### src/rtl/comp_buscador_pkg.sv
// Shared definitions for the comp_buscador binary-search initiator.
//   state_t  : FSM encoding (IDLE=0, SEARCH=1, DONE=2, ERR=3)
//   flags_ok : true when exactly one comparator flag is high
package comp_buscador_pkg;

    typedef enum logic [1:0] {
        IDLE   = 2'd0,
        SEARCH = 2'd1,
        DONE   = 2'd2,
        ERR    = 2'd3
    } state_t;

    // A well-behaved three-way comparator asserts exactly one of its flags.
    function automatic logic flags_ok(input logic mayor, input logic igual, input logic menor);
        logic ok;
        case ({mayor, igual, menor})
            3'b100, 3'b010, 3'b001: ok = 1'b1;
            default:                ok = 1'b0;
        endcase
        return ok;
    endfunction

endpackage

### src/rtl/comp_buscador_if.sv
// Bus between the search initiator and an external magnitude comparator,
// plus the search control/status signals.
//   start                : request a new search
//   mayor / igual / menor: comparator flags (a > b, a == b, a < b)
//   guess                : value driven to the comparator b input
//   busy / done / error  : status, mutually exclusive
//   result / steps       : located value and comparison count
//   state                : FSM state, exposed for observation
// Handshake: start is a level sampled on the rising edge while the initiator
// is not busy; comparator flags are sampled every SEARCH cycle against the
// guess that has been stable since the previous edge.
// Modports: master = the initiator, slave = the environment/comparator side.
interface comp_buscador_if #(
    parameter int N  = 4,
    parameter int CW = $clog2(N + 2)
);
    import comp_buscador_pkg::*;

    logic          start;
    logic          mayor;
    logic          igual;
    logic          menor;
    logic [N-1:0]  guess;
    logic          busy;
    logic          done;
    logic          error;
    logic [N-1:0]  result;
    logic [CW-1:0] steps;
    state_t        state;

    modport master (
        input  start, mayor, igual, menor,
        output guess, busy, done, error, result, steps, state
    );

    modport slave (
        output start, mayor, igual, menor,
        input  guess, busy, done, error, result, steps, state
    );

endinterface

### src/rtl/comp_buscador.sv
// Sequential binary-search initiator. Drives guesses to the b side of an
// external comparator and narrows the interval [lo, hi] from the returned
// flags until the comparator reports equality.
//   clk : rising-edge clock
//   rst : synchronous active-high reset
//   bus : comp_buscador_if master modport (start, flags in; guess, status,
//         result, steps and state out)
module comp_buscador
    import comp_buscador_pkg::*;
#(
    parameter int N  = 4,
    parameter int CW = $clog2(N + 2)
) (
    input  logic             clk,
    input  logic             rst,
    comp_buscador_if.master  bus
);

    localparam int W = N + 1;
    // First probe is 2^(N-1)-1, the lower midpoint of [0, 2^N-1].
    localparam logic [N-1:0] FIRST_GUESS = {1'b0, {(N-1){1'b1}}};

    state_t        state_q, state_n;
    logic [N-1:0]  guess_q, guess_n;
    logic [N-1:0]  result_q, result_n;
    logic [CW-1:0] steps_q, steps_n;
    logic [N-1:0]  lo_q, lo_n;
    logic [N-1:0]  hi_q, hi_n;

    always_ff @(posedge clk) begin
        if (rst) begin
            state_q  <= IDLE;
            guess_q  <= '0;
            result_q <= '0;
            steps_q  <= '0;
            lo_q     <= '0;
            hi_q     <= '1;
        end else begin
            state_q  <= state_n;
            guess_q  <= guess_n;
            result_q <= result_n;
            steps_q  <= steps_n;
            lo_q     <= lo_n;
            hi_q     <= hi_n;
        end
    end

    always_comb begin
        state_n  = state_q;
        guess_n  = guess_q;
        result_n = result_q;
        steps_n  = steps_q;
        lo_n     = lo_q;
        hi_n     = hi_q;

        case (state_q)
            SEARCH: begin
                steps_n = steps_q + CW'(1);
                if (!flags_ok(bus.mayor, bus.igual, bus.menor)) begin
                    state_n = ERR;
                end else if (bus.igual) begin
                    state_n  = DONE;
                    result_n = guess_q;
                end else if (bus.mayor) begin
                    // Nothing above hi left to try: comparator is inconsistent.
                    if (guess_q == hi_q) begin
                        state_n = ERR;
                    end else begin
                        lo_n    = guess_q + N'(1);
                        // Sum in N+1 bits so guess+1+hi cannot wrap.
                        guess_n = N'(({1'b0, guess_q} + W'(1) + {1'b0, hi_q}) >> 1);
                    end
                end else begin
                    // Nothing below lo left to try; also keeps guess-1 from underflowing.
                    if (guess_q == lo_q) begin
                        state_n = ERR;
                    end else begin
                        hi_n    = guess_q - N'(1);
                        guess_n = N'(({1'b0, lo_q} + {1'b0, guess_q} - W'(1)) >> 1);
                    end
                end
            end
            default: begin
                // IDLE, DONE and ERR all accept a new search request.
                if (bus.start) begin
                    state_n  = SEARCH;
                    lo_n     = '0;
                    hi_n     = '1;
                    guess_n  = FIRST_GUESS;
                    steps_n  = '0;
                    result_n = '0;
                end
            end
        endcase
    end

    assign bus.guess  = guess_q;
    assign bus.result = result_q;
    assign bus.steps  = steps_q;
    assign bus.state  = state_q;
    assign bus.busy   = (state_q == SEARCH);
    assign bus.done   = (state_q == DONE);
    assign bus.error  = (state_q == ERR);

endmodule

### src/flat_wrapper.sv
// flat-port wrapper written by rule: the top's interface ports become plain ports
module comp_buscador_flat import comp_buscador_pkg::*;
#(
    parameter int N  = 4,
    parameter int CW = $clog2(N + 2)
)
  (clk, rst, bus_start, bus_mayor, bus_igual, bus_menor, bus_guess, bus_busy, bus_done, bus_error, bus_result, bus_steps, bus_state);
  comp_buscador_if #(.N(N), .CW(CW)) bus_i ();
  input  logic clk;
  input  logic rst;
  input wire logic [$bits(bus_i.start)-1:0] bus_start;
  input wire logic [$bits(bus_i.mayor)-1:0] bus_mayor;
  input wire logic [$bits(bus_i.igual)-1:0] bus_igual;
  input wire logic [$bits(bus_i.menor)-1:0] bus_menor;
  output wire logic [$bits(bus_i.guess)-1:0] bus_guess;
  output wire logic [$bits(bus_i.busy)-1:0] bus_busy;
  output wire logic [$bits(bus_i.done)-1:0] bus_done;
  output wire logic [$bits(bus_i.error)-1:0] bus_error;
  output wire logic [$bits(bus_i.result)-1:0] bus_result;
  output wire logic [$bits(bus_i.steps)-1:0] bus_steps;
  output wire logic [$bits(bus_i.state)-1:0] bus_state;
  assign bus_i.start = bus_start;
  assign bus_i.mayor = bus_mayor;
  assign bus_i.igual = bus_igual;
  assign bus_i.menor = bus_menor;
  assign bus_guess = bus_i.guess;
  assign bus_busy = bus_i.busy;
  assign bus_done = bus_i.done;
  assign bus_error = bus_i.error;
  assign bus_result = bus_i.result;
  assign bus_steps = bus_i.steps;
  assign bus_state = bus_i.state;
  comp_buscador #(.N(N), .CW(CW)) u_core (.clk(clk), .rst(rst), .bus(bus_i));
endmodule
### config.mk
export PLATFORM = sky130hd
export DESIGN_NAME = comp_buscador_flat
export DESIGN_NICKNAME = d
export VERILOG_FILES = /design/src/rtl/comp_buscador_pkg.sv /design/src/rtl/comp_buscador_if.sv /design/src/rtl/comp_buscador.sv /design/src/flat_wrapper.sv
export SDC_FILE = /design/constraint.sdc
export NUM_CORES = 1
export LEC_CHECK = 0
export ABC_AREA = 0
export CAP_MARGIN = 0
export CORE_ASPECT_RATIO = 1.25
export CORE_MARGIN = 8
export CORE_UTILIZATION = 49
export CTS_CLUSTER_SIZE = 12
export DETAILED_ROUTE_END_ITERATION = 10
export GPL_TIMING_DRIVEN = 1
export PLACE_DENSITY = 0.74
export SYNTH_ARGS = -nofsm -noshare
export SYNTH_HDL_FRONTEND = slang
export SYNTH_SLANG_ARGS = --single-unit
export TNS_END_PERCENT = 1
### constraint.sdc
create_clock -name clk -period 2.7 [get_ports clk]
set_input_delay 0.54 -clock clk [delete_from_list [all_inputs] [get_ports clk]]
set_output_delay 0.54 -clock clk [all_outputs]
set_load 0.05 [all_outputs]
After elaboration in Yosys (flattened, before gate mapping)
Cells that the tools add are included.
Storage, ports and cells
  register bits: 21
  input port bits: 6
  output and inout port bits: 16
  word-level logic and storage cells: 72
Operators by class
  add/sub/neg operators: 7
  eq/ne operators: 19
  mux-type cells: 33
  reductions and logical operators: 7
Operator list (number)
  $mux W4: 22
  $reduce_and A5 Y1: 3
  $mux W2: 7
  $ne A2 B2 Y1 const B: 6
  $ne A5 B5 Y1 const B: 2
  $eq A4 B4 Y1: 2
  $mux W3: 2
  $ne A3 B3 Y1 const B: 2
  $reduce_and A3 Y1: 2
  $add A4 B1 Y5 const B: 1
  $add A4 B4 Y5: 1
  $add A5 B4 Y5: 1
  $sub A5 B1 Y5 const B: 1
  $add A4 B1 Y4 const B: 1
  $eq A2 B2 Y1 const B: 2
  $sub A4 B1 Y4 const B: 1
  $add A3 B1 Y3 const B: 1
  $eq A3 B1 Y1 const B: 1
  $eq A3 B2 Y1 const B: 1
  $eq A3 B3 Y1 const B: 1
  $reduce_or A3 Y1: 1
  $eq A2 B1 Y1 const B: 1
  $mux W1: 2
  $ne A2 B1 Y1 const B: 1
  $reduce_bool A2 Y1: 1

Logic depth before layout (Yosys ltp)
  depth after elaboration: 7
  mapped depth: 10
  mapped depth without buffers: 10

Worst setup path before layout
Ideal clock, no wire load.
  kind: register to register
  start: register u_core.guess_q[2] (netlist: u_core.bus.guess[2])
  end: register u_core.guess_q[3] (netlist: u_core.bus.guess[3])
  library setup time: 0.129 ns
  arrival time: 2.313 ns
  required time: 2.571 ns
  path slack: 0.259 ns
  cell stages (with the launch flop): 10
  path buffers: 1
  period minus slack after synthesis: 2.441 ns
  path through: dfxtp_1 -> clkbuf_1 -> inv_1 -> ha_1 -> inv_1 -> ha_1 -> a21oi_1 -> a311o_1 -> o311ai_0 -> nand2_1
Between the ends
  longest elaborated chain between the ends: 7
  elaborated cells between the ends (all ways): 15
  classes of those cells: add/sub (4); eq/ne (4); mux (6); reduce/logical (1)
Ends and longest elaborated chain
  start, declared: line comp_buscador.sv:24  | logic [N-1:0] guess_q, guess_n;
  start signal, assigned: line comp_buscador.sv:40  | guess_q <= guess_n;
  $add A4 B4 Y5 / $add A4 B1 Y5 (equally long branches): line comp_buscador.sv:79, comp_buscador.sv:71
  $sub A5 B1 Y5 / $add A5 B4 Y5 (equally long branches): line comp_buscador.sv:79, comp_buscador.sv:71
  $mux W4, on equally long branches: line comp_buscador.sv:75, comp_buscador.sv:66
  $mux W4: line comp_buscador.sv:64  | end else if (bus.mayor) begin
  $mux W4: line comp_buscador.sv:61  | end else if (bus.igual) begin
  $mux W4: line comp_buscador.sv:59  | if (!flags_ok(bus.mayor, bus.igual, bus.menor)) begin
  $mux W4: line comp_buscador.sv:56  | case (state_q)
Several ways; a longest one is shown, not always the timed one. The select of a mux whose other input is x is not followed.
A chain may end at the register's enable or synchronous reset.

Final worst setup path
  start: register u_core.state_q[0] (netlist: u_core.bus.state[0])
  end: output port bus_busy
Between the ends
  longest elaborated chain between the ends: 1
Ends and longest elaborated chain
  start, declared: line comp_buscador.sv:23  | state_t state_q, state_n;
  start signal, assigned: line comp_buscador.sv:39  | state_q <= state_n;
  $eq A2 B1 Y1: line comp_buscador.sv:101  | assign bus.busy = (state_q == SEARCH);
  end, declared: line flat_wrapper.sv:16  | output wire logic [$bits(bus_i.busy)-1:0] bus_busy;
No other way between the ends.

==> results.md <==
- Maxcap violations: 0
- Net switching power: 280.6 µW
- Die Span Y: around 76 µm
- H-tree levels: 1
- Critical Path RT: about 2.2 ns
- Vias in the first global route: 1324
- Synth Warn #: 0
- Final setup fails: 0
- Core Box Area: 2835 µm²
- Flop2flop setup slack: 0.57 ns
- DR pass1 iterations: 4
- Worst hold start: u_core.bus.result[2]
- Yosys cell types: 39
- Crit start category: register
- Area leader, netlist: dfxtp_1
- Number of setup buffers added after CTS: 0
- Clock buffer depth: 2
- Clk sinks: 21
- Syn avg cell area: 8.158 µm²
- Fin. Hold Viols: 0
- Vias per Instance: between 5 and 6
- Primary FF master, synth: dfxtp_1
- GR Overflow Total: 0
- Slew Limit Fails: 0
- Placed cell areas: approximately 1700 µm²
- Arrival @ worst endpoint: around 1.9 ns
- Mapped Area: about 1400 µm²
- Design Area, Final: about 1700 µm²
- Worst r2r path cells: 8
- N_diodes: 0
- TritonCTS clock tree: built
- Share of power burned in registers: 43.6%
- Clock Latency Late Sink: 0.32 ns
- Initial DRC Count: 33
- Worst Skew: 0.007378 ns
- Initial antenna violation count: 0
- Ports: 22
- Synth Instances: approximately 170
- Number of synthesized flops with an enable pin: 0
- Placer congestion estimate: 0.8425
- Power Total: ~760 µW
- Power per cell area: 449.9 nW/µm²
- Top post-synthesis cells by count: 21 x dfxtp_1, 21 x inv_1, 16 x nor2_1
- Worst hold path type: register to register
- Setup TNS: 0 ns
- Minimum clock period: 2.476 ns
- Crit Path Class: register to primary output
- Sw Share: 36.73%
- Multi-input logic area: about 870 µm²
- Critical Path End Type: primary output
- Worst-Margin Slew: slightly above 0.6 ns
- Gr usage total: 14.20%
- RSZ-0062 raised after global routing: false
- Maximum VDD drop: 0.0002640 V
- DRC violations left: 0
- Final nets: about 220
- Root Buffer: clkbuf_4
- Dpl hpwl: between 2000 and 3000 µm
- Yosys top cell area share: 29.79%
- Routed WL per cell: roughly 15 µm
- Synthesized flop and latch total: 21
- Synth area leaders: dfxtp_1 30%, ha_1 12%, inv_1 5.6%
- Syn nets: between 150 and 200
- R2R Path End: u_core.bus.guess[3]
- Gate power share: a little over a third
- Slew HR: around three fifths
- Outcome: completed
- Cts bufs inserted: 3
- Highest Clock Rate: approximately 400 MHz
- Cells on Worst Hold Path: 2
- Sequential-to-total area share from yosys stat: about 30%
- Die ar.: 4864 µm²
- I/O Buffers: 21
- WHS Endpoint: u_core.bus.result[2]
- DRT Wirelength: 3390 µm
- Routed via count: 1299
- Remaining antenna violation count: 0
- Die span in x: ~64 µm
- First-pass GRT wire length: 5775 µm
- Placement Rows: 22
- # fillers: ~270
- Reg area: between 400 and 500 µm²
- Finished Core Util: ~60%
- Clock power frac: 20.8%
- Cell Int Power: just under 500 µW
- Async SR Flop Fraction: 0%
- Initial core utilization: around 50%
- CP Max Fanout: 18
- # resized after CTS: 0
- Layout cell share with drive strength beyond 1: under 10%
- WHS: between 0.4 and 0.5 ns
- Area grow syn2layout: 20.30%
- Clk slew on worst S/H paths: about 0.12 ns
- Pleak: 0.7164 nW
- Hold_buf cts: 0
- Largest net degree at the start of global routing: 19
- Fin crit share: between 90 and 100%
- Reg2reg start: u_core.bus.guess[2]
==> flip-flops by register name, summed over array words and instances, names as in the netlist <==
name               cells
u_core.bus.guess       4
u_core.bus.result      4
u_core.hi_q            4
u_core.lo_q            4
u_core.bus.steps       3
u_core.bus.state       2
==> layout by cell type, fill, tap and decap left out, types with 2 or more instances in the layout <==
master / Yosys / layout
nor2_1: 16 / 16
nand3_1: 10 / 10
inv_1: 21 / 21
a211oi_1: 3 / 3
mux2i_1: 4 / 4
a221oi_1: 3 / 3
nor4_1: 3 / 3
dfxtp_1: 21 / 21
o21a_1: 2 / 2
ha_1: 14 / 14
and3_1: 2 / 2
o21ai_0: 5 / 5
nand2_1: 10 / 10
nand2b_1: 3 / 3
nor4b_1: 2 / 2
nor3_1: 7 / 7
nand3b_1: 2 / 2
fa_1: 2 / 2
xnor2_1: 3 / 3
clkbuf_4: 0 / 3
xor2_1: 3 / 3
a31oi_1: 2 / 2
a21oi_1: 12 / 12
clkdlybuf4s50_1: 0 / 21
and2_1: 2 / 2
buf_4: 0 / 6
==> layer usage <==
layer	routed length, µm	part of all wire (%)	vias to the layer above	track usage, %
li1	-	-	650	-
met1	1472	43	616	15.97
met4	74	2.2	0	5.145
met5	0	0	-	0
met3	115	3.4	9	3.235
met2	1727	51	24	24.97
==> metrics by stage <==
stage	setup WS [ns]	instances
5_1_grt	0.1492	232
4_1_cts	0.2191	232
2_1_floorplan	0.2586	173
3_3_place_gp	0.3268	228
6_report	0.2236	232
3_5_place_dp	0.2759	228
==> power by group through the flow <==
stage / clock network (mW) / registers (mW) / logic (mW)
after floorplan: 0 / 0.374 / 0.156
after global placement: 0 / 0.339 / 0.265
after detailed placement: 0 / 0.340 / 0.271
after CTS: 0.166 / 0.333 / 0.272
after global routing: 0.171 / 0.334 / 0.298
final: 0.159 / 0.333 / 0.272
==> final cells by class <==
cell class	count	area share [%]
inverters	21	4.643
well taps	36	2.653
clock inverters	1	0.2948
repair buffers	27	15.03
clock buffers	3	1.326
multi-input cells	123	51.29
flip-flops and latches	21	24.76
==> critical path, cell delays in order (launching register included) <==
cell and delay (ns):
dfxtp_1 0.44, nand2b_4 0.16, inv_1 0.19, clkdlybuf4s50_1 0.83
==> how the worst max path moves through the flow <==
| stage | from | slack, ns | endpoint |
|---|---|---|---|
| 3_5_place_dp | bus_mayor | 0.28 | u_core.lo_q[0] |
| 6_report | u_core.bus.state[0] | 0.22 | bus_busy |
| 4_1_cts | u_core.bus.state[0] | 0.22 | bus_busy |
| 3_3_place_gp | bus_mayor | 0.33 | u_core.lo_q[3] |
| 5_1_grt | u_core.bus.state[0] | 0.15 | bus_busy |
| 2_1_floorplan | u_core.bus.guess[2] | 0.26 | u_core.bus.guess[3] |
==> kinds of logic after synthesis <==
logic type / count (synthesis) / synth area share [%]
muxes: 4 / 2.837
DFF: 21 / 29.79
xor gates and xnor gates: 6 / 3.724
adders and majority gates: 16 / 15.25
and+or+nand+nor: 63 / 23.49
buffers and inverters: 29 / 8.510
AOI/OAI and AO/OA: 34 / 16.40
Power figures use the tool's default switching activity.
